<file path="src/rtl/fetch_stage.sv">
// fetch_stage: IF stage plus IF/ID pipeline register of a 5-stage MIPS pipeline.
// Fetches from an instruction memory over a req/ready handshake. The request
// is registered, so there is no combinational path from imem_ready to imem_req.
// The stage honours hazard-unit stalls and redirects on decode-resolved
// branches and jumps.
// Build option BRANCH_DELAY_SLOT_EN: when defined, the sequential word fetched
// after a taken branch/jump is kept as a valid delay slot. When undefined,
// that word is squashed into a bubble.
module fetch_stage #(
  parameter logic [31:0] RESET_PC = 32'h0000_0000
) (
  input  logic        clk,
  input  logic        reset_n,
  input  logic        stall_D,
  input  logic        pcsrc_D,
  input  logic        jump_D,
  input  logic [31:0] pcbranch_D,
  output logic        imem_req,
  output logic [31:0] imem_addr,
  input  logic        imem_ready,
  input  logic [31:0] imem_rdata,
  output logic [31:0] instr_D,
  output logic [31:0] pcplus4_D,
  output logic        valid_D
);

`ifdef BRANCH_DELAY_SLOT_EN
  localparam bit KEEP_WRONG_PATH = 1'b1;
`else
  localparam bit KEEP_WRONG_PATH = 1'b0;
`endif

  typedef enum logic [1:0] {
    FETCH = 2'd0,  // request outstanding or about to issue
    HOLD  = 2'd1,  // fetched word parked in the buffer while decode stalls
    DRAIN = 2'd2   // old-address request still in flight after a redirect
  } state_e;

  state_e      state_q, state_d;
  logic [31:0] pc_q, pc_d;                  // address of the word being fetched
  logic [31:0] tgt_q, tgt_d;                // redirect target held during DRAIN
  logic        req_q, req_d;
  logic [31:0] instr_q, instr_d;
  logic [31:0] pcplus4_q, pcplus4_d;
  logic        valid_q, valid_d;
  logic [31:0] buf_instr_q, buf_instr_d;
  logic [31:0] buf_pcplus4_q, buf_pcplus4_d;
  logic [31:0] buf_nextpc_q, buf_nextpc_d;  // where fetch resumes after HOLD

  logic        transfer;
  logic        redirect;
  logic [31:0] target;
  logic [31:0] pc_plus4;
  logic        unused_pcbranch_lo;

  assign transfer = req_q & imem_ready;
  assign redirect = valid_q & ~stall_D & (pcsrc_D | jump_D);
  assign pc_plus4 = pc_q + 32'd4;
  // A taken branch outranks a jump when decode raises both.
  assign target   = pcsrc_D ? {pcbranch_D[31:2], 2'b00}
                            : {pcplus4_q[31:28], instr_q[25:0], 2'b00};
  assign unused_pcbranch_lo = ^pcbranch_D[1:0];

  assign imem_req  = req_q;
  assign imem_addr = {pc_q[31:2], 2'b00};
  assign instr_D   = instr_q;
  assign pcplus4_D = pcplus4_q;
  assign valid_D   = valid_q;

  // Next-state, PC, request and IF/ID update for every FSM state.
  always_comb begin
    state_d       = state_q;
    pc_d          = pc_q;
    tgt_d         = tgt_q;
    req_d         = req_q;
    instr_d       = instr_q;
    pcplus4_d     = pcplus4_q;
    valid_d       = valid_q;
    buf_instr_d   = buf_instr_q;
    buf_pcplus4_d = buf_pcplus4_q;
    buf_nextpc_d  = buf_nextpc_q;

    case (state_q)
      FETCH: begin
        req_d = 1'b1;
        if (transfer) begin
          if (redirect) begin
            // Word that arrived alongside the redirect is the wrong-path word.
            pc_d = target;
            if (KEEP_WRONG_PATH) begin
              instr_d   = imem_rdata;
              pcplus4_d = pc_plus4;
              valid_d   = 1'b1;
            end else begin
              instr_d = 32'h0;
              valid_d = 1'b0;
            end
          end else if (stall_D) begin
            // Decode cannot take the word yet: park it and drop the request.
            buf_instr_d   = imem_rdata;
            buf_pcplus4_d = pc_plus4;
            buf_nextpc_d  = pc_plus4;
            req_d         = 1'b0;
            state_d       = HOLD;
          end else begin
            instr_d   = imem_rdata;
            pcplus4_d = pc_plus4;
            valid_d   = 1'b1;
            pc_d      = pc_plus4;
          end
        end else begin
          if (!stall_D) begin
            instr_d = 32'h0;
            valid_d = 1'b0;
          end
          if (redirect) begin
            if (req_q) begin
              // Keep imem_addr stable until the old request completes.
              tgt_d   = target;
              state_d = DRAIN;
            end else begin
              pc_d = target;
            end
          end
        end
      end

      HOLD: begin
        req_d = 1'b0;
        if (!stall_D) begin
          req_d   = 1'b1;
          state_d = FETCH;
          if (redirect) begin
            // Branch in decode resolved as the stall cleared: buffered word
            // is the wrong-path word.
            pc_d = target;
            if (KEEP_WRONG_PATH) begin
              instr_d   = buf_instr_q;
              pcplus4_d = buf_pcplus4_q;
              valid_d   = 1'b1;
            end else begin
              instr_d = 32'h0;
              valid_d = 1'b0;
            end
          end else begin
            instr_d   = buf_instr_q;
            pcplus4_d = buf_pcplus4_q;
            valid_d   = 1'b1;
            pc_d      = buf_nextpc_q;
          end
        end
      end

      DRAIN: begin
        req_d = 1'b1;
        if (transfer) begin
          // Old-address word returns; fetch moves to the target next cycle.
          pc_d    = tgt_q;
          state_d = FETCH;
          if (KEEP_WRONG_PATH) begin
            if (stall_D) begin
              buf_instr_d   = imem_rdata;
              buf_pcplus4_d = pc_plus4;
              buf_nextpc_d  = tgt_q;
              req_d         = 1'b0;
              state_d       = HOLD;
            end else begin
              instr_d   = imem_rdata;
              pcplus4_d = pc_plus4;
              valid_d   = 1'b1;
            end
          end else if (!stall_D) begin
            instr_d = 32'h0;
            valid_d = 1'b0;
          end
        end else if (!stall_D) begin
          instr_d = 32'h0;
          valid_d = 1'b0;
        end
      end

      default: begin
        state_d = FETCH;
        req_d   = 1'b0;
      end
    endcase
  end

  // State registers; reset clears everything and points the PC at RESET_PC.
  always_ff @(posedge clk or negedge reset_n) begin
    if (!reset_n) begin
      state_q       <= FETCH;
      pc_q          <= RESET_PC;
      tgt_q         <= 32'h0;
      req_q         <= 1'b0;
      instr_q       <= 32'h0;
      pcplus4_q     <= 32'h0;
      valid_q       <= 1'b0;
      buf_instr_q   <= 32'h0;
      buf_pcplus4_q <= 32'h0;
      buf_nextpc_q  <= 32'h0;
    end else begin
      state_q       <= state_d;
      pc_q          <= pc_d;
      tgt_q         <= tgt_d;
      req_q         <= req_d;
      instr_q       <= instr_d;
      pcplus4_q     <= pcplus4_d;
      valid_q       <= valid_d;
      buf_instr_q   <= buf_instr_d;
      buf_pcplus4_q <= buf_pcplus4_d;
      buf_nextpc_q  <= buf_nextpc_d;
    end
  end

endmodule

</file>
<file path="config.mk">
export PLATFORM = sky130hd
export DESIGN_NAME = fetch_stage
export DESIGN_NICKNAME = d
export VERILOG_FILES = /design/src/rtl/fetch_stage.sv
export SDC_FILE = /design/constraint.sdc
export NUM_CORES = 1
export LEC_CHECK = 0
export CAP_MARGIN = 40
export CORE_UTILIZATION = 28
export DETAILED_ROUTE_END_ITERATION = 7
export HOLD_SLACK_MARGIN = 0.05
export SLEW_MARGIN = 20
export SYNTH_ARGS = -nofsm -noshare
export SYNTH_HDL_FRONTEND = slang
export SYNTH_SLANG_ARGS = --single-unit
</file>
<file path="constraint.sdc">
create_clock -name clk -period 5.7 [get_ports clk]
set_input_delay 1.425 -clock clk [delete_from_list [all_inputs] [get_ports clk]]
set_output_delay 1.425 -clock clk [all_outputs]
set_load 0.01 [all_outputs]
</file>
==> results of run 1 <==
metrics by stage:
stage	cell area, µm²	setup slack (ns)	util, %	hold slack (ns)	power (µW)
floorplan	10100	2.66	-	0.465	4470
global placement	12100	1.36	34.2	0.467	5870
detailed placement	12200	1.32	34.3	0.469	5970
CTS	12800	1.74	36.0	0.489	7230
global route	12800	1.46	36.0	0.510	7670
finish	12800	1.73	36.0	0.485	7180
path summary, 6_finish.rpt:
kind / cells past startpoint / slack, ns / to / start
setup / recovery: 7 / 1.73 / pc_q[31] / stall_D
hold / removal: 1 / 0.48 / pcplus4_D[15] / pcplus4_D[15]
setup reg to reg: 6 / 2.83 / pc_q[22] / pc_q[2]
hold reg to reg: 1 / 0.48 / pcplus4_D[15] / pcplus4_D[15]
max in group asynchronous: 3 / 3.56 / tgt_q[24] / reset_n
min in group asynchronous: 1 / 0.94 / pcplus4_D[25] / reset_n
sequential cells by signal (all words and copies together) (netlist names):
| signal | flops |
|---|---|
| buf_instr_q | 32 |
| pc_q | 32 |
| imem_req | 1 |
| state_q | 2 |
| pcplus4_D | 32 |
| tgt_q | 30 |
| instr_D | 32 |
| valid_D | 1 |
| buf_nextpc_q | 32 |
critical path: cells and delay by family:
family	cells	cell delay (ns)
compound gates	2	0.89
buf+inv	2	0.86
simple gates	3	1.13
layout make-up:
cell class	count	area share, %
diodes	1	0.0196
clock buffers	17	3.33
clock inverters	15	1.44
inverters	12	0.352
multi-input cells	723	37.8
flip-flops and latches	194	38.0
well taps	461	4.51
repair buffers	189	14.6
cells by family after synthesis:
kind of cell             Yosys count  synth area share, %
XOR/XNOR                          19                 1.65
adder cells (fa/ha/maj)            5                0.621
AO/OA/AOI/OAI                    311                 21.0
multiplexers                     101                 11.0
flip-flops                       194                 48.2
buffers and inverters            103                 4.31
AND/OR/NAND/NOR                  285                 13.2
other                              1               0.0372
cell usage in the layout (no fill, tap or decap), types with 3 or more instances in the layout:
cell type        count
nand2_1            113
inv_6                3
a21o_1               4
inv_8                3
clkbuf_16           17
a31oi_1              4
dfrtp_1            194
o21a_1               5
o21ai_0             93
clkinv_8             4
nand3_1             34
nor3_1               9
or4_1                4
and2_1               3
inv_1               12
nor4_1               9
xnor2_1              9
o22ai_1             11
and4_1               8
nand4_1             20
o22a_1               6
o211ai_1            22
mux2i_1             24
o311ai_0             8
clkdlybuf4s50_1    161
o31ai_1             11
a21oi_1             35
a221oi_1            15
clkinv_4             3
o2bb2ai_1           33
nand2b_1             4
xor2_1              10
o31a_1               5
mux2_2              77
a211oi_1             4
a22oi_1             33
buf_4               23
ha_1                 5
nor2_1              71
a222oi_1             5
power by group:
part	total, µW	switching, µW	internal, µW
Sequential	2630	628	2000
Combinational	3300	1790	1510
Clock	1250	651	601
Total	7180	3070	4120
metal layers:
layer,vias up,share of wire [%]
met1,4243,45
met2,261,46
met5,-,0
met4,0,1.1
met3,22,7.4
li1,4018,-
==> reports/results.ini, run 1 <==
[run_status]
status=finished clean

[global_routing]
grt_antenna_before_repair=0
track_usage_pct=18.6
grt_pass1_vias=8548
grt_util_met2_pct=29.3
met3_usage_pct=4.64
grt_pass1_wl_um=51900
gr-max-usage-layer=met2
gr-usage-met1_pct=25.5
overflow=0
grt_start_max_net_pins=84

[synth]
avgSynthCellArea_um2=9.89
synthMostInstantiatedCell=dfrtp_1
yosys_warnings=0
async_flop_share_pct=100
synth_edf_count=0
synthCells=1019
syn_area_mm2=0.0101
synth_cell_types=57
synth_top_cell_area_share_pct=48.2
synth.area.top_cells=dfrtp_1, mux2_2, o21ai_0
ys_top_cells_by_count=dfrtp_1, nand2_1, o21ai_0
ys_seq_elements=194
synth-main-ff-cell=dfrtp_1
synth-seq-area-share_pct=48.2
synth_area_leader_cell=dfrtp_1

[timing]
final.min_clock_period_ns=3.97
slew_violations=0
setup_viol=0
rsz0062_at_grt=no
fmax_mhz=252
slew_headroom_pct=43.3
hold_violations=0
worst_slew_pin_slew_ns=0.843
fin_skew_ns=0.0134
post-route-period-util_pct=69.6
fin_tns_setup_ns=0

[final_layout]
area_delta_synth_final_pct=26.8
fin_nets=1212
drive_above_1_share_pct=13.0
multi_input_area_mm2=0.00483
ff_latch_area_mm2=0.00485
stdcell_count=1612
fillers=3578

[placed_design]
detailed_place_hpwl_um=23500
dp_cells=1579
portBuffers=163
place_congestion=0.868

[routing]
drc=0
vias_per_cell=5.30
vias=8544
route.antenna.remaining_nets=0
drtIter0Drc=585
wl_per_cell_um=20.7
routed_wl_um=33300
first_pass_iters=5

[clock_network]
h-tree-depth=4
postCtsHoldBufs=0
cts_tree=built
numCtsBuffers=17
clk_latency_ns=0.45
cts_resized=0
clk_pin_slew_worst_paths_ns=0.09
cts.sinks=194
root_buffer=clkbuf_16
clockBufferDepth=2
cts_setup_buffers=0

[critical_path]
slowest_delay_ns=0.65
path_max_fanout=17
critPathRequiredTime_ns=6.06
arrival_ns=4.32
crit_chain=clkdlybuf4s50_1, nand2b_1, buf_4, nor4_1, o21a_1, nand2_1, o22ai_1
critPathKind=input pin to flop
end_kind=flop
cp_slowest_cell=clkdlybuf4s50_1
critPathLaunchType=input pin

[pwr]
power.leakage_uw=0.00505
p_per_area_mw_per_mm2=562
max-vdd-ir-drop_uv=316

[floorplanning]
chipWidth_um=192
rows=69
die_area_mm2=0.0368
die_h_um=192
pin_count=168
start_util_pct=28.4
core_area_mm2=0.0355

[worst_hold_path]
hp-class=flop to flop

[job]
cap_violations=0

(Power assumes the default switching activity.)
==> run 2, diff against run 1 <==
==> constraint.sdc (replaced) <==
create_clock -name clk -period 3.46 [get_ports clk]
set_input_delay 0.865 -clock clk [delete_from_list [all_inputs] [get_ports clk]]
set_output_delay 0.865 -clock clk [all_outputs]
set_load 0.01 [all_outputs]
==> run 2 against run 1 <==
  * Clock skew up 0.0069 ns
  * Clock power up 66%
  * Flip-flop and latch count unchanged
  * Worst setup slack worse by 1.1 ns
  * Combinational power up 69%
  * Critical path depth unchanged
  * Die area unchanged
  * Critical path type unchanged
==> reports/results.ini, run 2 (synthesis results as in run 1) <==
[placed_design]
place_congestion=0.858  ; was 0.868
dp_cells=1599  ; was 1579
portBuffers=163  ; unchanged
detailed_place_hpwl_um=24300  ; was 23500 µm
dpl_cell_area_mm2=0.0123  ; was 0.0122 mm²

[clock_network]
root_buffer=clkbuf_16  ; unchanged
postCtsHoldBufs=0  ; unchanged
cts_tree=built  ; unchanged
clk_pin_slew_worst_paths_ns=0.09  ; about the same
numCtsBuffers=17  ; unchanged
clk_latency_ns=0.45  ; about the same
cts.sinks=194  ; unchanged
h-tree-depth=4  ; unchanged
clockBufferDepth=2  ; unchanged
cts_resized=0  ; unchanged
cts_setup_buffers=0  ; unchanged

[routing]
vias=8713  ; was 8544
wl_per_cell_um=20.7  ; about the same
vias_per_cell=5.34  ; was 5.30
first_pass_iters=5  ; unchanged
routed_wl_um=33800  ; was 33300 µm
drc=0  ; unchanged
route.antenna.remaining_nets=0  ; unchanged
drtIter0Drc=698  ; was 585

[timing]
setup_viol=0  ; unchanged
post-route-period-util_pct=81.3
slew_headroom_pct=44.8  ; was 43.3%
rsz0062_at_grt=no  ; unchanged
hold_slack_ns=0.395  ; was 0.485 ns
slew_violations=0  ; unchanged
final.min_clock_period_ns=2.81
fin_skew_ns=0.0203  ; was 0.0134 ns
hold_violations=0  ; unchanged
fmax_mhz=355
worst_slew_pin_slew_ns=0.821  ; was 0.843 ns
fin_tns_setup_ns=0  ; unchanged

[floorplanning]
start_util_pct=28.4  ; unchanged
die_h_um=192  ; unchanged
pin_count=168  ; unchanged
core_area_mm2=0.0355  ; unchanged
chipWidth_um=192  ; unchanged
die_area_mm2=0.0368  ; unchanged
rows=69  ; unchanged

[final_layout]
fillers=3520  ; was 3578
fin_area_mm2=0.0130  ; was 0.0128 mm²
stdcell_count=1632  ; was 1612
fin_nets=1232  ; was 1212
area_delta_synth_final_pct=28.5  ; was 26.8%
final_common_cell=dfrtp_1  ; unchanged
drive_above_1_share_pct=14.5  ; was 13.0%
final_cell_mix=dfrtp_1, clkdlybuf4s50_1, nand2_1, o21ai_0, mux2_2  ; unchanged

[pwr]
internal-power_uw=6920  ; was 4120 µW
power.leakage_uw=0.00517  ; was 0.00505 µW
combPwrFrac_pct=46.5  ; was 46.0%
p_per_area_mw_per_mm2=925  ; was 562 mW/mm²
p_sw_share_pct=42.2  ; was 42.7%
pwr-share-seq_pct=36.2  ; was 36.6%
max-vdd-ir-drop_uv=406  ; was 316 µV
pwr-share-clk_pct=17.3  ; was 17.4%
p_sw_uw=5060  ; was 3070 µW

[critical_path]
end_kind=flop  ; unchanged
critPathRequiredTime_ns=3.79  ; was 6.06 ns
arrival_ns=3.15  ; was 4.32 ns
reg2reg_depth=7  ; was 6
regToRegStartpoint=state_q[0]  ; was pc_q[2]
timing.critical_path.from=imem_ready  ; was stall_D
critPathLaunchType=input pin  ; unchanged
path_max_fanout=15  ; was 17
critPathKind=input pin to flop  ; unchanged

[run_status]
status=finished clean  ; unchanged

[global_routing]
gr-max-usage-layer=met2  ; unchanged
grt_util_met2_pct=29.7  ; was 29.3%
grt_antenna_before_repair=1  ; was 0
met3_usage_pct=4.29  ; was 4.64%
overflow=0  ; unchanged
track_usage_pct=18.7  ; was 18.6%
grt_pass1_vias=8673  ; was 8548
grt_start_max_net_pins=61  ; was 84
grt_pass1_wl_um=52400  ; was 51900 µm
gr-usage-met1_pct=25.6  ; was 25.5%

[job]
cap_violations=0  ; unchanged

[worst_hold_path]
hp-class=input pin to asynchronous set/reset pin  ; was flop to flop

==> run 2: cell types whose count changed in the layout (fill, tap and decap cells not counted), moves of 2 or more <==
| cell | change |
|---|---|
| buf_12 | +4 |
| clkinv_4 | -2 |
| buf_4 | +18 |
| inv_12 | -2 |
==> run 2: worst paths after layout <==
path | to | slack, ns
worst max-delay path | pc_q[14] | 0.65
worst min-delay path | pcplus4_D[23] | 0.39
worst max register to register | instr_D[19] | 0.79
worst min register to register | pcplus4_D[15] | 0.49
max in group asynchronous | instr_D[26] | 2.33
min in group clk | pcplus4_D[15] | 0.49
==> run 2: per-layer routing <==
metal	part of all wire, %	wire, µm
met5	0	0
met2	46	15600
met4	1.5	504
met3	6.8	2310
met1	46	15400
==> run 2: power groups by stage <==
stage                     logic (µW)  registers [µW]  clock network (µW)
after floorplan                 3210            4160                   0
after global placement          5470            4330                   0
after detailed placement        5580            4370                   0
after CTS                       5590            4330                2140
after global routing            6100            4490                2230
final                           5570            4340                2080
==> run 2: through the flow <==
step | power, µW | setup WS, ns | utilization [%]
after detailed placement | 9950 | 0.238 | 34.8
final | 12000 | 0.646 | 36.5
after global placement | 9800 | 0.287 | 34.8
after global routing | 12800 | 0.518 | 36.5
after floorplan | 7370 | 0.984 | -
after CTS | 12100 | 0.713 | 36.5
==> run 2: final cells by class <==
type,instances,area (µm²),share of cell area [%]
diodes,1,2.50,0.0193
clock buffers,17,425,3.28
clock inverters,15,189,1.46
inverters,12,45.0,0.348
multi-input cells,723,4830,37.2
flip-flops and latches,194,4850,37.5
well taps,461,577,4.45
repair buffers,209,2040,15.7
==> run 2: worst max-delay path: stages <==
cell and delay, ns:
clkdlybuf4s50_1 0.63, nand2_1 0.31, o21ai_0 0.23, o21a_1 0.42, buf_4 0.33, o311ai_0 0.19, a2bb2oi_1 0.17
==> run 3, diff against run 2 <==
==> constraint.sdc (replaced) <==
create_clock -name clk -period 2.3 [get_ports clk]
set_input_delay 0.575 -clock clk [delete_from_list [all_inputs] [get_ports clk]]
set_output_delay 0.575 -clock clk [all_outputs]
set_load 0.01 [all_outputs]
==> run 3 against run 2 <==
  * First-iteration DRC count up 14%
  * Non-clock buffer count grew 77
  * Utilization up 2.4 points
  * Critical path type is now flop to primary output
  * Largest power group unchanged
==> reports/results.ini, run 3 (synthesis results as in run 1) <==
[run_status]
status=finished clean  ; unchanged

[global_routing]
track_usage_pct=19.1  ; was 18.7%
grt_pass1_wl_um=53900  ; was 52400 µm
grt_start_max_net_pins=61  ; unchanged
grt_antenna_before_repair=1  ; unchanged
grt_pass1_vias=9123  ; was 8673
overflow=0  ; unchanged

[pwr]
p_per_area_mw_per_mm2=1390  ; was 925 mW/mm²
internal-power_uw=11300  ; was 6920 µW
combPwrFrac_pct=50.9  ; was 46.5%
power.leakage_uw=0.00563  ; was 0.00517 µW
p_sw_uw=7880  ; was 5060 µW
max-vdd-ir-drop_uv=693  ; was 406 µV
pwr-share-seq_pct=32.9  ; was 36.2%
pwr-share-clk_pct=16.2  ; was 17.3%
p_sw_share_pct=41.0  ; was 42.2%

[routing]
highest_layer=met4  ; unchanged
route.antenna.remaining_nets=0  ; unchanged
routed_wl_um=34600  ; was 33800 µm
wl_met2_um=16400  ; was 15600 µm
drtIter0Drc=795  ; was 698
first_pass_iters=5  ; unchanged
vias_per_cell=5.31  ; was 5.34
drc=0  ; unchanged
wl_per_cell_um=20.3  ; was 20.7 µm
vias=9073  ; was 8713
wl_met3_um=2200  ; was 2310 µm
wl_met1_um=15600  ; was 15400 µm

[floorplanning]
core_area_mm2=0.0355  ; unchanged
rows=69  ; unchanged
start_util_pct=28.4  ; unchanged
chipWidth_um=192  ; unchanged
die_area_mm2=0.0368  ; unchanged
pin_count=168  ; unchanged
die_h_um=192  ; unchanged

[timing]
setup_viol=0  ; unchanged
post-route-period-util_pct=98.3
hold_slack_ns=0.138  ; was 0.395 ns
fin_skew_ns=0.0183  ; was 0.0203 ns
slew_headroom_pct=60.8  ; was 44.8%
hold_violations=0  ; unchanged
rsz0062_at_grt=yes  ; was no
slew_violations=0  ; unchanged
final.min_clock_period_ns=2.26
worst_slew_pin_slew_ns=0.588  ; was 0.821 ns
fmax_mhz=442

[critical_path]
crit_buf_inv=1  ; was 2
critPathLaunchType=flop  ; was input pin
arrival_ns=1.69  ; was 3.15 ns
critPathRequiredTime_ns=1.73  ; was 3.79 ns
path_max_fanout=11  ; was 15
cpLargestDelayFamily=buffers and inverters  ; was compound AO/OA/AOI/OAI gates
slowest_delay_ns=0.62  ; was 0.63 ns
end_kind=primary output  ; was flop
cp_slowest_cell=clkdlybuf4s50_1  ; unchanged
critPathKind=flop to primary output  ; was input pin to flop
crit_chain=clkdlybuf4s50_1  ; was clkdlybuf4s50_1, nand2_1, o21ai_0, o21a_1, buf_4, o311ai_0, a2bb2oi_1

[clock_network]
numCtsBuffers=17  ; unchanged
cts.sinks=194  ; unchanged
h-tree-depth=4  ; unchanged
cts_tree=built  ; unchanged
clk_latency_ns=0.45  ; about the same
root_buffer=clkbuf_16  ; unchanged
postCtsHoldBufs=0  ; unchanged
clockBufferDepth=2  ; unchanged
clk_pin_slew_worst_paths_ns=0.09  ; about the same

[final_layout]
final_common_cell=dfrtp_1  ; unchanged
drive_above_1_share_pct=20.0  ; was 14.5%
area_delta_synth_final_pct=37.0  ; was 28.5%
stdcell_count=1708  ; was 1632
fin_nets=1309  ; was 1232
final_cell_mix=dfrtp_1, clkdlybuf4s50_1, nand2_1, buf_4, o21ai_0  ; was dfrtp_1, clkdlybuf4s50_1, nand2_1, o21ai_0, mux2_2
antenna-diode-count=0  ; was 1
fin_util_pct=38.9  ; was 36.5%

[placed_design]
place_congestion=0.878  ; was 0.858
dp_cells=1675  ; was 1599
portBuffers=163  ; unchanged
detailed_place_hpwl_um=25500  ; was 24300 µm

[worst_hold_path]
hp-class=input pin to asynchronous set/reset pin  ; unchanged

[job]
cap_violations=0  ; unchanged

==> run 3: metrics by stage <==
step           power [µW]  instance area, µm²  TNS [ns]  setup WS, ns
3_5_place_dp        16100               13200    -23.91        -0.347
2_1_floorplan       11100               10100         0        0.0707
3_3_place_gp        15900               13200    -18.77        -0.257
5_1_grt             20400               13800  -0.00959      -0.00958
4_1_cts             19300               13800         0        0.0373
6_report            19200               13800         0        0.0384
==> run 3: power by group through the flow <==
| stage | Clock (µW) | Sequential (µW) | Combinational, µW |
|---|---|---|---|
| floorplan | 0 | 6260 | 4820 |
| global placement | 0 | 6310 | 9590 |
| detailed placement | 0 | 6360 | 9740 |
| CTS | 3170 | 6300 | 9790 |
| global route | 3300 | 6530 | 10600 |
| finish | 3120 | 6310 | 9780 |
==> run 3: path summary, 6_finish.rpt <==
path | slack, ns | from | to | cells past startpoint
worst min-delay path | 0.14 | reset_n | instr_D[15] | 1
worst max-delay path | 0.04 | pc_q[18] | imem_addr[18] | 1
min in group clk | 0.48 | pcplus4_D[17] | pcplus4_D[17] | 1
worst max register to register | 0.09 | pc_q[2] | pc_q[22] | 7
worst min register to register | 0.48 | pcplus4_D[17] | pcplus4_D[17] | 1
max in group asynchronous | 1.49 | reset_n | pcplus4_D[7] | 2
==> run 3: final cells by class <==
type / count / area, µm²
clock buffers: 18 / 429
clock inverters: 14 / 163
multi-input cells: 723 / 4840
fillers: 3416 / 21700
inverters: 12 / 45.0
flip-flops and latches: 194 / 4860
well taps: 461 / 577
repair buffers: 286 / 2900
==> run 3: repair_timing <==
| item | in CTS | in global routing |
|---|---|---|
| setup endpoints to repair | 0 | 9 |
| endpoints found under the hold margin | 0 | 0 |
| setup buffers | 0 | 1 |
| gates resized for setup | 0 | 4 |
==> run 3: layer usage <==
metal / global-route usage, % / up-vias
li1: - / 4222
met1: 25.8 / 4536
met2: 31.3 / 283
met3: 4.02 / 32
met4: 4.09 / 0
met5: 0 / -
